File: src/rtl/irq_priority_encoder16_pkg.sv
// ----------------------------------------------------------------------------
// irq_priority_encoder16_pkg
// Shared definitions for the 16-line interrupt priority encoder:
//   - NUM_LINES / CODE_W  : request line count and code width
//   - irq_state_e         : presentation handshake states
//   - code_to_onehot()    : expands a 4-bit code into a 16-bit one-hot vector
// ----------------------------------------------------------------------------
package irq_priority_encoder16_pkg;

  localparam int NUM_LINES = 16;
  localparam int CODE_W    = 4;

  typedef enum logic [1:0] {
    ST_IDLE     = 2'd0,
    ST_PRESENT  = 2'd1,
    ST_WAIT_REL = 2'd2
  } irq_state_e;

  function automatic logic [NUM_LINES-1:0] code_to_onehot(input logic [CODE_W-1:0] code);
    logic [NUM_LINES-1:0] onehot;
    onehot = 16'h0001 << code;
    return onehot;
  endfunction

endpackage

File: src/rtl/irq_priority_encoder16_prienc.sv
// ----------------------------------------------------------------------------
// priority_encoder16
// Combinational 16->4 highest-set-bit encoder with an any-set flag; the same
// function as a cascaded pair of 74148s, but with active-high polarity.
// Ports:
//   req   in  16  active-high request vector, bit 15 = highest priority
//   code  out  4  index of the highest set bit (0 when none set)
//   any   out  1  at least one bit of req is set
// ----------------------------------------------------------------------------
module priority_encoder16
  import irq_priority_encoder16_pkg::*;
(
  input  logic [NUM_LINES-1:0] req,
  output logic [CODE_W-1:0]    code,
  output logic                 any
);

  // Ascending scan: a later (higher) set bit overwrites any lower one.
  always_comb begin
    code = 4'd0;
    for (int i = 0; i < NUM_LINES; i++) begin
      code = req[i] ? CODE_W'(i) : code;
    end
  end

  assign any = |req;

endmodule

File: src/rtl/irq_priority_encoder16.sv
// ----------------------------------------------------------------------------
// irq_priority_encoder16
// Latches falling edges on 16 active-low asynchronous request lines and
// presents the highest-priority pending index through an acknowledge
// handshake. A presented request stays frozen (no preemption) until _ACK.
// Optional feature macro: IRQ_ENCODER_MASK_EN (adds MASK_WE / MASK_D and a
// mask register; otherwise every line is enabled).
// Ports:
//   clk      in   1  system clock, rising edge
//   _MR      in   1  master reset, asynchronous, active-low
//   _REQ     in  16  request lines, active-low, asynchronous to clk
//   _ACK     in   1  acknowledge, active-low, sampled on clk
//   VALID    out  1  CODE holds a presented request
//   CODE     out  4  index of the presented request
//   _GS      out  1  group select, active-low, always == !VALID
//   MASK_WE  in   1  (mask build) load MASK_D into the mask
//   MASK_D   in  16  (mask build) 1 = line enabled
// ----------------------------------------------------------------------------
module irq_priority_encoder16
  import irq_priority_encoder16_pkg::*;
#(
  parameter int SYNC_STAGES = 2
) (
  input  logic                 clk,
  input  logic                 _MR,
  input  logic [NUM_LINES-1:0] _REQ,
  input  logic                 _ACK,
  output logic                 VALID,
  output logic [CODE_W-1:0]    CODE,
  output logic                 _GS
`ifdef IRQ_ENCODER_MASK_EN
  ,
  input  logic                 MASK_WE,
  input  logic [NUM_LINES-1:0] MASK_D
`endif
);

  logic [SYNC_STAGES-1:0][NUM_LINES-1:0] sync_r;
  logic [SYNC_STAGES-1:0]                sync_vld_r;
  logic [NUM_LINES-1:0]                  synced_s;
  logic [NUM_LINES-1:0]                  armed_r;
  logic [NUM_LINES-1:0]                  fall_s;
  logic [NUM_LINES-1:0]                  clr_s;
  logic [NUM_LINES-1:0]                  pending_r;
  logic [NUM_LINES-1:0]                  mask_s;
  logic [CODE_W-1:0]                     sel_code_s;
  logic                                  sel_any_s;
  irq_state_e                            state_r;
  logic                                  valid_r;
  logic [CODE_W-1:0]                     code_r;
  logic                                  gs_r;

  // Synchroniser chain for the request lines plus a token marking real samples.
  always_ff @(posedge clk or negedge _MR) begin
    if (!_MR) begin
      sync_r     <= {SYNC_STAGES{16'hffff}};
      sync_vld_r <= '0;
    end else begin
      sync_r     <= {sync_r[SYNC_STAGES-2:0], _REQ};
      sync_vld_r <= {sync_vld_r[SYNC_STAGES-2:0], 1'b1};
    end
  end

  assign synced_s = sync_r[SYNC_STAGES-1];

  // A line arms only after a genuine high sample; the reset fill of the
  // chain does not count, so lines held low through reset stay quiet.
  always_ff @(posedge clk or negedge _MR) begin
    if (!_MR) begin
      armed_r <= 16'h0000;
    end else begin
      armed_r <= sync_vld_r[SYNC_STAGES-1] ? synced_s : 16'h0000;
    end
  end

  assign fall_s = armed_r & ~synced_s;

  // Clear request for the presented index when the handshake accepts it.
  always_comb begin
    clr_s = 16'h0000;
    if ((state_r == ST_PRESENT) && !_ACK) begin
      clr_s = code_to_onehot(code_r);
    end else begin
      clr_s = 16'h0000;
    end
  end

  // Pending request register; a fresh edge beats a same-cycle clear.
  always_ff @(posedge clk or negedge _MR) begin
    if (!_MR) begin
      pending_r <= 16'h0000;
    end else begin
      pending_r <= (pending_r & ~clr_s) | fall_s;
    end
  end

`ifdef IRQ_ENCODER_MASK_EN
  logic [NUM_LINES-1:0] mask_r;

  // Line enable mask, loaded by the control logic.
  always_ff @(posedge clk or negedge _MR) begin
    if (!_MR) begin
      mask_r <= 16'hffff;
    end else if (MASK_WE) begin
      mask_r <= MASK_D;
    end else begin
      mask_r <= mask_r;
    end
  end

  assign mask_s = mask_r;
`else
  assign mask_s = 16'hffff;
`endif

  priority_encoder16 u_prienc (
    .req  (pending_r & mask_s),
    .code (sel_code_s),
    .any  (sel_any_s)
  );

  // Presentation handshake with registered VALID / CODE / _GS.
  always_ff @(posedge clk or negedge _MR) begin
    if (!_MR) begin
      state_r <= ST_IDLE;
      valid_r <= 1'b0;
      code_r  <= 4'd0;
      gs_r    <= 1'b1;
    end else begin
      case (state_r)
        ST_IDLE: begin
          if (sel_any_s) begin
            code_r  <= sel_code_s;
            valid_r <= 1'b1;
            gs_r    <= 1'b0;
            state_r <= ST_PRESENT;
          end
        end
        ST_PRESENT: begin
          if (!_ACK) begin
            valid_r <= 1'b0;
            gs_r    <= 1'b1;
            state_r <= ST_WAIT_REL;
          end
        end
        ST_WAIT_REL: begin
          if (_ACK) begin
            state_r <= ST_IDLE;
          end
        end
        default: begin
          valid_r <= 1'b0;
          gs_r    <= 1'b1;
          state_r <= ST_IDLE;
        end
      endcase
    end
  end

  assign VALID = valid_r;
  assign CODE  = code_r;
  assign _GS   = gs_r;

endmodule

File: config.mk
export PLATFORM = sky130hd
export DESIGN_NAME = irq_priority_encoder16
export DESIGN_NICKNAME = d
export VERILOG_FILES = /design/src/rtl/irq_priority_encoder16_pkg.sv /design/src/rtl/irq_priority_encoder16_prienc.sv /design/src/rtl/irq_priority_encoder16.sv
export SDC_FILE = /design/constraint.sdc
export NUM_CORES = 1
export LEC_CHECK = 0
export ABC_AREA = 0
export CAP_MARGIN = 30
export CORE_AREA = 8 8 68 100
export DETAILED_ROUTE_END_ITERATION = 7
export DIE_AREA = 0 0 76 108
export PLACE_DENSITY = 0.76
export RECOVER_POWER = 25
export SKIP_LAST_GASP = 1
export SYNTH_ARGS = -nofsm -noshare
export SYNTH_HDL_FRONTEND = slang
export SYNTH_SLANG_ARGS = --single-unit
File: constraint.sdc
create_clock -name clk -period 2.35 [get_ports clk]
set_input_delay 0.3525 -clock clk [delete_from_list [all_inputs] [get_ports clk]]
set_output_delay 0.3525 -clock clk [all_outputs]
set_load 0.005 [all_outputs]
==> results of run 1 <==
-- layer usage --
| layer | wire length [µm] | GRT usage | up-vias |
|---|---|---|---|
| li1 | - | - | 719 |
| met1 | 1580 | 0.104 | 767 |
| met2 | 2240 | 0.201 | 38 |
| met3 | 180 | 0.0432 | 15 |
| met4 | 187 | 0.100 | 0 |
| met5 | 0 | 0 | - |
-- path summary, 6_finish.rpt --
check | to | slack (ns) | cells after the start
min in group asynchronous | pending_r[15]$_DFF_PN0_ | 0.43 | 1
worst max-delay path | _GS | 0.64 | 1
worst min register to register | sync_vld_r[1]$_DFF_PN0_ | 0.35 | 0
worst min-delay path | sync_vld_r[1]$_DFF_PN0_ | 0.35 | 0
worst max register to register | pending_r[4]$_DFF_PN0_ | 0.82 | 5
max in group asynchronous | synced_s[2]$_DFF_PN1_ | 0.88 | 2
-- power breakdown --
group          switching, µW  total [µW]  internal, µW
logic                    166         353           187
clock network            411         819           408
registers                136        1560          1420
total                    713        2730          2010
-- cell type report --
cell class	instances	area, µm²	share of cell area
sequential	74	1890	0.611
multi-input combinational	99	616	0.199
timing repair buffer	26	262	0.0844
clock buffer	13	149	0.0481
tap	70	87.6	0.0283
inverter	20	75.1	0.0242
clock inverter	3	15.0	0.00485
-- layout by cell type (no fill, tap or decap), drive strengths merged, types with 2 or more instances in the layout --
cell           instances
dfstp                 33
o22a                   2
clkdlybuf4s50          7
nor4                   4
a31oi                  2
and2                  16
o21ai                 34
dfrtp                 41
inv                   20
dlygate4sd3           16
buf                    2
a21oi                  5
nor2                  10
nand3b                 2
clkbuf                14
nand2                  2
clkinv                 3
nand2b                 5
nor3                   2
-- stage by stage --
stage | total power [µW] | hold slack [ns] | std cells | instance area [µm²] | utilization
floorplan | 1760 | 0.0569 | 195 | 2590 | -
global placement | 1920 | 0.331 | 289 | 2930 | 0.551
detailed placement | 1940 | 0.335 | 289 | 2930 | 0.551
CTS | 2770 | 0.0661 | 305 | 3100 | 0.582
global route | 2880 | 0.360 | 305 | 3100 | 0.581
finish | 2730 | 0.350 | 305 | 3100 | 0.581
-- cell families after synthesis --
family	after synthesis
AO/OA/AOI/OAI	49
XOR/XNOR	1
buffers and inverters	22
flip-flops	74
other	1
AND/OR/NAND/NOR	48
-- state kept, by name, indices dropped and copies added (netlist names) --
register and cells:
synced_s 16, armed_r 16, sync_vld_r 2, sync_r 16, VALID 1, _GS 1
state_r 2, pending_r 16, CODE 4
==> impl_results.rst, run 1 <==
.. list-table::
   :header-rows: 1

   * - Metric
     - Value
   * - Most used flip-flop cell after synthesis
     - dfrtp_1
   * - Adder and majority gate portion of the synthesized area
     - 0
   * - Count of standard-cell rows
     - 33
   * - Pin count of the biggest net entering global routing
     - 34
   * - Global-route wire length before repair
     - roughly 7300 µm
   * - Cell class contributing the biggest share of worst-path delay
     - flip-flops
   * - Critical-path top delay cell
     - dfstp_2
   * - Share of synthesized registers carrying an async set or reset
     - 1.00
   * - Hold Crit Start
     - sync_vld_r[0]$_DFF_PN0_
   * - Number of primary I/O pins
     - 25
   * - Initial DRT Pass Iterations
     - 4
   * - Total negative slack for setup checks
     - 0 ns
   * - Type of destination of the critical path
     - primary output
   * - Area of the core region
     - about 5300 µm²
   * - Synthesized-area fraction occupied by and/or/nand/nor cells
     - 0.125
   * - Number of nets produced by synthesis
     - 214
   * - Total leakage power
     - between 0.001 and 0.0015 µW
   * - Fraction of the mapped netlist area in compound gates
     - 0.108
   * - Main combinational cell family by area after synthesis
     - simple AND/OR/NAND/NOR gates
   * - Clock net sink count
     - 74
   * - Transition time of the tightest slew-check pin
     - 1.65 ns
   * - Share of the clock period used by the worst path after layout
     - 0.729
   * - Critical Path Max Stage Delay
     - around 0.54 ns
   * - Buffer type at the clock tree root
     - clkbuf_8
   * - Clock Path Buffers
     - 2
   * - Number of CTS-inserted buffers
     - 9
   * - Antenna viol nets, final
     - 0
   * - Type of the worst setup path
     - flop to primary output
   * - Launch point of the critical path
     - _GS$_DFFE_PN1P_
   * - Starting density of the core
     - 0.487
   * - Buf+Inv Stages, Crit Path
     - 1
   * - Fmax achieved
     - roughly 580 MHz
   * - Flop and latch count out of synthesis
     - 74
   * - Critical register-to-register path startpoint
     - state_r[0]$_DFFE_PN0P_
   * - Post-synthesis cell type count
     - 37
   * - Crit path max fanout
     - 3
   * - Final weighted congestion in routability-driven placement
     - approximately 0.81
   * - Number of enable flip-flop cells after synthesis
     - 0
   * - Syn Area/Cell
     - around 13 µm²
   * - Synthesized cell area
     - about 2600 µm²
   * - Run status
     - finished with violations
   * - Via count of the first global-routing pass
     - about 1700
   * - Layout cell share with drive strength beyond 1
     - 0.247
   * - Top area cells in the synthesized netlist
     - dfrtp_1 (40%), dfstp_2 (33%), o21ai_0 (5.8%)
   * - Register clock-pin slew on the reported worst setup and hold paths
     - ~0.07 ns
   * - Mux share of post-synthesis cell area
     - 0
   * - TritonCTS clock tree
     - yes
   * - Vias per cell
     - between 5 and 6
   * - Vias after detailed routing
     - 1539
   * - Leftover overflow at the end of global routing
     - 0
   * - Worst vdd ir
     - roughly 0.00058 V
   * - Count of yosys warnings during synthesis
     - 0
   * - Critical Path RT
     - around 2 ns
   * - Part of the Yosys area used for sequential elements
     - 0.730
   * - Mapped Cells
     - 195
   * - Arrival time reported for the critical path endpoint
     - between 1 and 1.5 ns
   * - Failing checks
     - capacitance limit, slew limit
   * - H-tree lvl count
     - 3
   * - Cells resized by post-CTS repair
     - 0
   * - Relative area change from synthesis to final layout
     - 19.4%
   * - Hold WC Path Type
     - flop to flop
   * - Number of failing setup endpoints in the final timing report
     - 0
   * - Post-Synth XOR/XNOR Area
     - 0.00338
   * - Ant. Diodes
     - 0
   * - Final critical path time including I/O delays and setup
     - 1.71 ns
   * - Critical path cell sequence
     - clkdlybuf4s50_1
   * - Hold buffer count at cts
     - 0
   * - Max-slew violations
     - 31
   * - Number of fillers in the final layout
     - about 420
   * - Fraction of synthesized cell area taken by the top area cell type
     - 0.396
   * - PnR worst setup slack
     - between 0.6 and 0.7 ns
   * - Count of routing violations after the opening detailed-route iteration
     - 79
   * - Most frequent cells after synthesis
     - dfrtp_1 (41), dfstp_2 (33), o21ai_0 (30)
   * - Max-capacitance violation count
     - 1
   * - Unrepaired setup endpoints after global routing
     - no
   * - Slew Limit Headroom
     - -0.102
   * - Die Span X
     - about 76 µm
   * - Die Y
     - 108 µm
   * - Final hold vios
     - 0
   * - Post-detail-place hpwl
     - 3060 µm
   * - Power per unit of standard cell area
     - 881 nW/µm²
   * - Buffers on Ports
     - 24
   * - Clock latency of the later-clocked register in the worst-skew pair
     - around 0.33 ns
   * - Final layout net count
     - 249
   * - Worst-case clock skew
     - roughly 0.007 ns
   * - Cell type contributing the most total cell area after synthesis
     - dfrtp_1
   * - Most numerous cell in the Yosys netlist
     - dfrtp_1
   * - Wire length per cell
     - ~14 µm
   * - WL final
     - 4190 µm
   * - Startpoint types
     - flop
   * - Post-placement setup slack
     - 0.508 ns
   * - Total DRC errors in the routed layout
     - 0
   * - Die ar.
     - a little over 8000 µm²
   * - Antenna violations before repair
     - 0
   * - GRT Util Overall
     - 0.115
   * - Number of buffers inserted by post-CTS setup repair
     - 0
No activity file was read; power rests on OpenSTA's default activity.
==> inputs of run 2 (changes only) <==
PLACE_DENSITY = 0.79   (was 0.76)
clock period = 1.4 ns   (was 2.35 ns; I/O delays follow)
==> run 2 against run 1 <==
Against the previous run:
- critical endpoint is now CODE[0]$_DFFE_PN0P_
- total power is 80% higher
- flip-flop and latch count stayed put
- via count is 4.5% higher
- setup slack worse by 0.66 ns
- critical path depth is 3 higher
- critical path type is now flop to flop
- count of clock-buffer cells in the layout is 1 higher
- the flow finishes with violations (setup timing)
- die area stayed put
- sequential power is 62% higher
- largest cell class unchanged
- global-route usage is 0.39 points higher
- sequential share of layout area is 4.7 points lower
- register-to-register slack worse by 0.84 ns
==> impl_results.rst, run 2 (synthesized netlist as in run 1, its figures left out) <==
.. list-table::
   :header-rows: 1

   * - Metric
     - Value
   * - Post-DP Area
     - 3060 µm² (was 2930 µm²)
   * - Register clock-pin slew on the reported worst setup and hold paths
     - 0.07 ns (about the same)
   * - Leftover overflow at the end of global routing
     - 0 (unchanged)
   * - Post-route design area
     - 3360 µm² (was 3100 µm²)
   * - Global-route wire length before repair
     - 7530 µm (was 7330 µm)
   * - Number of CTS-inserted buffers
     - 9 (unchanged)
   * - Vias after detailed routing
     - 1609 (was 1539)
   * - Most used cells in the layout excluding fill and tap cells
     - dfrtp_1 (38), dfstp_2 (33), buf_4 (26), o21ai_0 (24), inv_1 (20) (was dfrtp_1 (41), dfstp_2 (33), o21ai_0 (30), inv_1 (20))
   * - PnR worst setup slack
     - -0.0227 ns (was 0.637 ns)
   * - Worst vdd ir
     - 0.00104 V (was 0.000578 V)
   * - Clock latency of the later-clocked register in the worst-skew pair
     - 0.34 ns (was 0.33 ns)
   * - Critical path cell sequence
     - nor4_4 > and4_4 > nor3_4 > o22a_1 (was clkdlybuf4s50_1)
   * - Pin count of the biggest net entering global routing
     - 21 (was 34)
   * - Fmax achieved
     - ~700 MHz
   * - Post-placement setup slack
     - -0.239 ns (was 0.508 ns)
   * - Critical-path top delay cell
     - dfrtp_1 (was dfstp_2)
   * - Max-slew violations
     - 0 (was 31)
   * - Critical Path RT
     - 1.63 ns (was 2.00 ns)
   * - Buffers on Ports
     - 24 (unchanged)
   * - TritonCTS clock tree
     - yes (unchanged)
   * - Die ar.
     - 8210 µm² (unchanged)
   * - Crit path max fanout
     - 8 (was 3)
   * - Die Span X
     - 76 µm (unchanged)
   * - Antenna violations before repair
     - 0 (unchanged)
   * - Hold WC Path Type
     - primary input to asynchronous set/reset pin (was flop to flop)
   * - Initial DRT Pass Iterations
     - 4 (unchanged)
   * - Type of destination of the critical path
     - flop (was primary output)
   * - Total DRC errors in the routed layout
     - 0 (unchanged)
   * - Arrival time reported for the critical path endpoint
     - 1.65 ns (was 1.36 ns)
   * - Register-to-register path setup slack
     - -0.02 ns (was 0.82 ns)
   * - Die Y
     - 108 µm (unchanged)
   * - Clock net sink count
     - 74 (unchanged)
   * - Wire length per cell
     - 13.7 µm (about the same)
   * - Relative area change from synthesis to final layout
     - 29.6% (was 19.4%)
   * - Startpoint types
     - flop (unchanged)
   * - Number of primary I/O pins
     - 25 (unchanged)
   * - WL final
     - 4540 µm (was 4190 µm)
   * - Buffer type at the clock tree root
     - clkbuf_8 (unchanged)
   * - Vias per cell
     - 4.85 (was 5.05)
   * - Run status
     - finished with violations (unchanged)
   * - Unrepaired setup endpoints after global routing
     - yes (was no)
   * - Power per unit of standard cell area
     - 1460 nW/µm² (was 881 nW/µm²)
   * - Count of standard-cell rows
     - 33 (unchanged)
   * - Ant. Diodes
     - 0 (unchanged)
   * - Max-capacitance violation count
     - 0 (was 1)
   * - Antenna viol nets, final
     - 0 (unchanged)
   * - Critical Path Max Stage Delay
     - 0.41 ns (was 0.54 ns)
   * - Failing checks
     - setup timing (was capacitance limit, slew limit)
   * - Count of routing violations after the opening detailed-route iteration
     - 76 (was 79)
   * - Starting density of the core
     - 0.487 (unchanged)
   * - Utilization after layout
     - 0.631 (was 0.581)
   * - Worst-case clock skew
     - 0.00721 ns (was 0.00696 ns)
   * - Type of the worst setup path
     - flop to flop (was flop to primary output)
   * - Post-detail-place hpwl
     - 3340 µm (was 3060 µm)
   * - Layout cell share with drive strength beyond 1
     - 0.351 (was 0.247)
   * - Final hold vios
     - 0 (unchanged)
   * - H-tree lvl count
     - 3 (unchanged)
   * - Area of the core region
     - 5330 µm² (unchanged)
   * - Clock Path Buffers
     - 2 (unchanged)
   * - Final weighted congestion in routability-driven placement
     - 0.825 (was 0.814)
   * - GRT Util Overall
     - 0.119 (was 0.115)
   * - Most frequent standard cell in the layout excluding fill and tap cells
     - dfrtp_1 (unchanged)
   * - Share of the clock period used by the worst path after layout
     - 1.02
   * - Number of failing setup endpoints in the final timing report
     - 1 (was 0)
   * - Total leakage power
     - 0.00139 µW (was 0.00124 µW)
   * - Final critical path time including I/O delays and setup
     - 1.42 ns
   * - Final layout net count
     - 276 (was 249)
   * - Via count of the first global-routing pass
     - 1775 (was 1701)
run 2: per-stage QoR:
step                setup TNS, ns  total power, µW  instances  hold slack, ns
floorplan                       0             2950        195         -0.0856
global placement            -1.65             3330        304           0.157
detailed placement          -2.35             3370        304           0.164
CTS                       -0.0880             4890        327           0.253
global route               -0.404             5170        332           0.358
finish                    -0.0227             4900        332           0.351
run 2: power breakdown:
part	switching [µW]	internal [µW]	total, µW
Sequential	141	2390	2530
Clock	682	784	1470
Combinational	427	474	901
run 2: repair_timing:
action | 4_1_cts | 5_1_grt
resized for setup | 11 | 9
gates cloned | 0 | 0
setup endpoints to repair | 15 | 18
hold buffers | 1 | 0
pin swaps | 4 | 7
endpoints found under the hold margin | 4 | 0
buffers inserted | 6 | 5
run 2: critical path: cells and delay by family (launching register included):
family | cells | cell delay, ns
AO/OA/AOI/OAI | 1 | 0.21
flip-flops | 1 | 0.41
AND/OR/NAND/NOR | 3 | 0.69
run 2: final timing paths:
| kind | to | startpoint | depth (start not counted) |
|---|---|---|---|
| min in group clk | synced_s[13]$_DFF_PN1_ | sync_r[13]$_DFF_PN1_ | 0 |
| worst max-delay path | CODE[0]$_DFFE_PN0P_ | pending_r[12]$_DFF_PN0_ | 4 |
| worst max register to register | CODE[0]$_DFFE_PN0P_ | pending_r[12]$_DFF_PN0_ | 4 |
| worst min register to register | synced_s[13]$_DFF_PN1_ | sync_r[13]$_DFF_PN1_ | 0 |
| max in group asynchronous | _GS$_DFFE_PN1P_ | _MR | 3 |
| worst min-delay path | armed_r[14]$_DFF_PN0_ | _MR | 2 |
run 2: metal layers:
layer | GRT usage | wire, µm
met1 | 0.106 | 1640
met2 | 0.211 | 2540
met3 | 0.0390 | 223
met4 | 0.108 | 136
met5 | 0 | 0
run 2: layout make-up:
class | instances | area, µm²
inverters | 20 | 75.1
multi-input cells | 99 | 646
repair buffers | 53 | 473
well taps | 70 | 87.6
flip-flops and latches | 74 | 1900
clock buffers | 14 | 173
clock inverters | 2 | 10.0
fillers | 385 | 1970
==> inputs of run 3 (changes only) <==
SLEW_MARGIN = 25   (was unset)
==> results of run 3 <==
The final DEF is identical to that of run 2; final timing and power are the same.
